==> src/rtl/fetch_unit.sv <==
// Instruction fetch stage: PC register, BOOT/RUN/SLEEP control and IF/ID pipeline register.
// Optional FETCH_MISALIGN_EN adds o_misalign, flagging redirect/trap targets with nonzero low bits.
module fetch_unit #(
  parameter logic [31:0] RESET_PC = 32'h0000_0000
) (
  input  logic        i_clk,
  input  logic        in_rst,
  output logic [31:0] o_imem_pc,
  input  logic [31:0] i_imem_instr,
  input  logic        i_stall,
  input  logic        i_flush,
  input  logic        i_redirect,
  input  logic [31:0] i_redirect_pc,
  input  logic        i_trap,
  input  logic [31:0] i_trap_pc,
  input  logic        i_wfi,
  output logic        o_valid,
  output logic [31:0] o_instr,
  output logic [31:0] o_pc,
  output logic [31:0] o_pc4,
  output logic        o_sleep
`ifdef FETCH_MISALIGN_EN
  ,
  output logic        o_misalign
`endif
);

  localparam logic [31:0] NOP = 32'h0000_0013;

  typedef enum logic [1:0] {
    BOOT,
    RUN,
    SLEEP
  } state_t;

  state_t      state_q, state_n;
  logic [31:0] pc_q, pc_n;
  logic        valid_q, valid_n;
  logic [31:0] instr_q, instr_n;
  logic [31:0] idpc_q, idpc_n;
  logic [31:0] pc4_q, pc4_n;
  logic        mis_q, mis_n;
  logic [31:0] pc_plus4;
  logic [31:0] target_raw;

  assign pc_plus4   = pc_q + 32'd4;
  assign target_raw = i_trap ? i_trap_pc : i_redirect_pc;

  always_comb begin
    state_n = state_q;
    pc_n    = pc_q;
    valid_n = valid_q;
    instr_n = instr_q;
    idpc_n  = idpc_q;
    pc4_n   = pc4_q;
    mis_n   = 1'b0;
    unique case (state_q)
      BOOT: begin
        valid_n = 1'b0;
        state_n = RUN;
      end
      RUN: begin
        if (i_trap || i_redirect) begin
          pc_n    = {target_raw[31:2], 2'b00};
          valid_n = 1'b0;
          if (target_raw[1:0] != 2'b00) begin
            mis_n  = 1'b1;
            // o_pc only reports the raw target when the misalign flag exists to qualify it
`ifdef FETCH_MISALIGN_EN
            idpc_n = target_raw;
`endif
          end
        end else if (i_stall) begin
          if (i_flush) valid_n = 1'b0;
        end else if (i_wfi) begin
          valid_n = 1'b0;
          state_n = SLEEP;
        end else begin
          valid_n = ~i_flush;
          instr_n = i_imem_instr;
          idpc_n  = pc_q;
          pc4_n   = pc_plus4;
          pc_n    = pc_plus4;
        end
      end
      SLEEP: begin
        valid_n = 1'b0;
        if (i_trap) begin
          pc_n    = {i_trap_pc[31:2], 2'b00};
          state_n = RUN;
          if (i_trap_pc[1:0] != 2'b00) begin
            mis_n  = 1'b1;
`ifdef FETCH_MISALIGN_EN
            idpc_n = i_trap_pc;
`endif
          end
        end
      end
      default: state_n = BOOT;
    endcase
  end

  always_ff @(posedge i_clk or negedge in_rst) begin
    if (!in_rst) begin
      state_q <= BOOT;
      pc_q    <= RESET_PC;
      valid_q <= 1'b0;
      instr_q <= NOP;
      idpc_q  <= RESET_PC;
      pc4_q   <= RESET_PC + 32'd4;
      mis_q   <= 1'b0;
    end else begin
      state_q <= state_n;
      pc_q    <= pc_n;
      valid_q <= valid_n;
      instr_q <= instr_n;
      idpc_q  <= idpc_n;
      pc4_q   <= pc4_n;
      mis_q   <= mis_n;
    end
  end

  assign o_imem_pc = pc_q;
  assign o_valid   = valid_q;
  assign o_instr   = instr_q;
  assign o_pc      = idpc_q;
  assign o_pc4     = pc4_q;
  assign o_sleep   = (state_q == SLEEP);

`ifdef FETCH_MISALIGN_EN
  assign o_misalign = mis_q;
`else
  logic unused_mis;
  assign unused_mis = mis_q;
`endif

endmodule

==> config.mk <==
export PLATFORM = sky130hd
export DESIGN_NAME = fetch_unit
export DESIGN_NICKNAME = d
export VERILOG_FILES = /design/src/rtl/fetch_unit.sv
export SDC_FILE = /design/constraint.sdc
export NUM_CORES = 1
export LEC_CHECK = 0
export BUFFER_PORTS_ARGS = -buffer_cell sky130_fd_sc_hd__buf_2
export CAP_MARGIN = 20
export CORE_MARGIN = 2
export CORE_UTILIZATION = 50
export CTS_CLUSTER_DIAMETER = 150
export DETAILED_ROUTE_END_ITERATION = 16
export PLACE_DENSITY = 0.92
export REMOVE_ABC_BUFFERS = 1
export SLEW_MARGIN = 10
export SYNTH_ARGS = -nofsm -noshare
export SYNTH_HDL_FRONTEND = slang
export SYNTH_SLANG_ARGS = --single-unit
export TNS_END_PERCENT = 20
==> constraint.sdc <==
create_clock -name i_clk -period 2.41 [get_ports i_clk]
set_input_delay 0.241 -clock i_clk [delete_from_list [all_inputs] [get_ports i_clk]]
set_output_delay 0.241 -clock i_clk [all_outputs]
set_load 0.05 [all_outputs]
# ---- Word level (Yosys, flattened, before mapping)
# Index checks and enable logic that the tools add are counted.
dict set report op_classes {
  add_sub_neg 1
  n_eq_ne 9
  n_mux 16
  bitwise 4
  reduce_logical 9
}
# cell count
set ops {}
lappend ops {{32-bit 2-to-1 mux} 5}
lappend ops {{32-bit one-hot mux with 2 select lines} 1}
lappend ops {{32-bit by 3-bit adder with 32-bit output, second input constant} 1}
lappend ops {{4-bit AND reduction} 3}
lappend ops {{2-bit 2-to-1 mux} 4}
lappend ops {{2-bit inequality test, second input constant} 4}
lappend ops {{3-bit inequality test, second input constant} 2}
lappend ops {{2-bit one-hot mux with 3 select lines} 1}
lappend ops {{1-bit 2-to-1 mux} 4}
lappend ops {{4-bit inequality test, second input constant} 1}
lappend ops {{1-bit NOT} 4}
lappend ops {{2-bit nonzero test} 2}
lappend ops {{2-bit by 1-bit == test with 1-bit output, second input constant} 1}
lappend ops {{2-bit == test, second input constant} 1}
lappend ops {{2-bit logical NOT} 1}
lappend ops {{1-bit one-hot mux with 2 select lines} 1}
lappend ops {{2-bit AND reduction} 1}
lappend ops {{2-bit OR reduction} 1}
lappend ops {{1-bit logical OR} 1}
dict set report word_totals {
  reg_bits 131
  inputBits 103
  output_inout_bits 130
  word_cells 45
}

# ---- Longest topological paths before layout
dict set report logic_depth {
  ltp_word 5
  mapped_depth 8
  mapped_depth_nobuf 6
}

# ---- Least setup slack after synthesis
# Ideal clock, no wire load.
dict set report synth_timing {
  kind {flip-flop to flip-flop}
  from {reg pc_q[2] (netlist: o_imem_pc[2])}
  to {reg pc_q[22] (netlist: o_imem_pc[22])}
  setup_time_ns 0.122
  t_arrival_ns 2.293
  required_time_ns 2.288
  slack_ns -0.005
  path_stages_with_launch 7
  path_buffers 0
  synth_period_minus_slack_ns 2.415
  path_cell_list {dfrtp_1 > ha_1 > nand4_2 > nor3_1 > nand3_1 > a2bb2oi_1 > o22a_1}
}
dict set report synth_between {
  elab_chain_len 5
}
# element line
set synth_rtl {}
lappend synth_rtl {{start, declared} 37} ;# logic [31:0] pc_q, pc_n;
lappend synth_rtl {{start signal, assigned} 114} ;# pc_q <= pc_n;
lappend synth_rtl {{32-bit by 3-bit adder with 32-bit output} 46} ;# assign pc_plus4 = pc_q + 32'd4;
lappend synth_rtl {{32-bit 2-to-1 mux} 75} ;# end else if (i_wfi) begin
lappend synth_rtl {{32-bit 2-to-1 mux} 73} ;# end else if (i_stall) begin
lappend synth_rtl {{32-bit 2-to-1 mux} 63} ;# if (i_trap || i_redirect) begin
lappend synth_rtl {{32-bit one-hot mux with 2 select lines} 57} ;# unique case (state_q)
# No other way between the ends. The select of a mux whose other input is x is not followed.
# A chain may end at the register's enable or synchronous reset.

# ---- Final worst setup path
dict set report layout_timing {
  from {reg pc_q[8] (netlist: o_imem_pc[8])}
  to {reg pc_q[27] (netlist: o_imem_pc[27])}
}
# Same word-level chain as after synthesis.

==> results.md <==
- Status: completed
- Vias: 6123
- Layout Skew: 0.00795 ns
- DIE WIDTH: 115 um
- Iter 0 DRT Violations: 426
- Final Critical Period: 2.22 ns
- WP data arrival: 2.53 ns
- RePlAce Congestion: 0.851
- Synth cell types: 65
- DR DRC count: 0
- Biggest area consumer among synthesized cells: dfrtp_1
- Dpl ws: 0.252 ns
- Busiest layer in global routing: met2
- Die height: 115 um
- CP Data Required Time: 2.73 ns
- CORE AREA: 12100 sq um
- Cells after Synth: 718
- Ys flop type: dfrtp_1
- Routed WL: 18.5 mm
- TritonCTS clock tree: built
- Share of layout cells above drive strength 1: 32.0%
- CP Max Fanout: 7
- DRT Pass-1 Iters: 6
- GRT Util Overall: 28.1%
- Initial antenna violation count: 1
- Worst reg2reg setup slack: 0.19 ns
- Share of the synthesized area in the top cell type: 48.9%
- Critical path class: flop to flop
- Io pins: 233
- Vias in the first global route: 5769
- HPWL Detailed: 13.2 mm
- Nets: 1051
- DR WL/cell: 16.4 um
- Worst hold slack: 0.0149 ns
- Hold wc startpoint: i_imem_instr[28]
- Final hold vios: 0
- Port buffer count: 222
- First-pass GRT wire length: 28.7 mm
- Power per Cell Area: 1060 nW/um^2
- Critical R2R Launch: o_imem_pc[8]
- Peak VDD IR: 0.588 mV
- Met1 usage in global routing: 35.4%
- Synthesized flop and latch total: 125
- RSZ-0062 raised after global routing: no
- Via density: 5.42
- Max_slew headroom: 50.5%
- Utilization after layout: 67.8%
- Final WS setup: 0.193 ns
- Final non-filler cell total: 1129
- Initial core utilization: 51.4%
- Setup_tns: 0 ns
- Synth area leaders: dfrtp_1 49%, nand2_1 16%, o21ai_0 4.3%
- Syn_area_per_cell: 8.63 sq um
- Hold path depth: 3
- H-tree levels: 4
- CTS clk-pin slew, worst paths: 0.06 ns
- Die ar.: 13300 sq um
- Std cell rows: 40
- GR Util met2: 45.2%
- R2R depth: 5
- Leak: 0.00420 uW
- Final setup viols: 0
- Register area share after synthesis: 50.6%
- Setup crit end kind: flop
- Top achievable clock speed: 451 MHz
- Clock buffer depth: 2
- Mapped Area: 6190 sq um
- GRT overflow: 0
- Largest net degree at the start of global routing: 83
- Worst R2R End: o_imem_pc[27]
- Num CTS Buffers: 17
- Max-slew violations: 0
- Least-Margin Pin Slew: 0.743 ns
- Most common cell after layout, fill and taps aside: nand2_1
- M3 GR Usage: 7.64%
- Post-synth EDFFs: 0
- Clock Latency Late Sink: 0.41 ns
- Layout area overhead: 32.1%
- Detail Route Antenna Nets: 0
- CTS root buffer: clkbuf_16
- Endpoint, Worst Hold: o_instr[28]
- Dpl cells: 1095
- Worst Hold Class: primary input to flop
- CP Launch Type: flop
- Most frequent cells in the layout: 256 x nand2_1, 221 x buf_2, 121 x dfrtp_1
- Post-synth ARST share: 100%
- # resized after CTS: 0
- Yosys warns: 0
- CTS Sinks: 125
- Hold Buf Count CTS: 1
- Max Cap Viol: 0
- Setup repair bufs after CTS: 0
- Final cycle utilization of the critical path: 92.0%
## routing by layer
metal | wire length [um] | share of wire, %
met1 | 7590 | 41
met2 | 8700 | 47
met3 | 1650 | 8.9
met4 | 516 | 2.8
met5 | 0 | 0
## cell usage after synthesis, drive strengths merged (6+ instances only)
master  instances
inv             7
nor3           15
a21oi          21
nand4           9
o21ai          55
nand2         256
o211ai          8
a211oi          6
nor2           25
xnor2          17
a31oi          12
buf            19
and3            7
clkbuf         34
xor2           11
dfrtp         121
nand3          17
## registers in the layout, indices dropped and copies added, names as in the netlist
| signal | flops |
|---|---|
| o_pc | 30 |
| state_q | 2 |
| o_valid | 1 |
| o_imem_pc | 30 |
| o_instr | 32 |
| o_pc4 | 30 |
## critical path, stage by stage, from the launching register on
cell,delay (ns)
dfrtp_1,0.48
nand4_2,0.20
or4_1,0.79
nor3_4,0.26
a2111oi_1,0.10
nor4_2,0.29
## power by group
part / internal [uW] / switching [uW]
logic: 765 / 2550
registers: 2590 / 348
clock network: 1520 / 876
## worst max path at each step
stage | startpoint | end | slack, ns | cells after the start
final | o_imem_pc[8] | o_imem_pc[27] | 0.19 | 5
after global routing | o_imem_pc[12] | o_imem_pc[27] | 0.08 | 5
after CTS | o_imem_pc[8] | o_imem_pc[27] | 0.21 | 5
after detailed placement | i_trap | o_imem_pc[25] | 0.25 | 8
after global placement | o_imem_pc[8] | o_imem_pc[27] | 0.32 | 5
after floorplan | i_redirect | o_imem_pc[25] | -1.48 | 5
## through the flow
step	total power (uW)	cell area [sq um]
2_1_floorplan	5310	5970
3_3_place_gp	6200	7610
3_5_place_dp	6280	7610
4_1_cts	8680	8180
5_1_grt	9030	8180
6_report	8640	8180
## cell type report
| cell class | count | area, sq um |
|---|---|---|
| fillers | 971 | 3880 |
| flip-flops and latches | 125 | 3130 |
| multi-input cells | 537 | 2820 |
| repair buffers | 258 | 1430 |
| clock buffers | 25 | 495 |
| well taps | 168 | 210 |
| clock inverters | 7 | 62.6 |
| inverters | 8 | 30.0 |
| diodes | 1 | 2.50 |
## logic make-up (layout without fill, tap and decap cells)
kind of cell / after synthesis / after routing / share of synthesized area (%)
flip-flops: 125 / 125 / 50.6
AND/OR/NAND/NOR: 353 / 353 / 25.1
other: 1 / 7 / 0.0605
adder cells (fa/ha/maj): 1 / 1 / 0.202
XOR/XNOR: 28 / 28 / 3.96
AO/OA/AOI/OAI: 145 / 145 / 15.0
buffers and inverters: 61 / 298 / 4.46
multiplexers: 4 / 4 / 0.646
No activity file was read; power rests on OpenSTA's default activity.
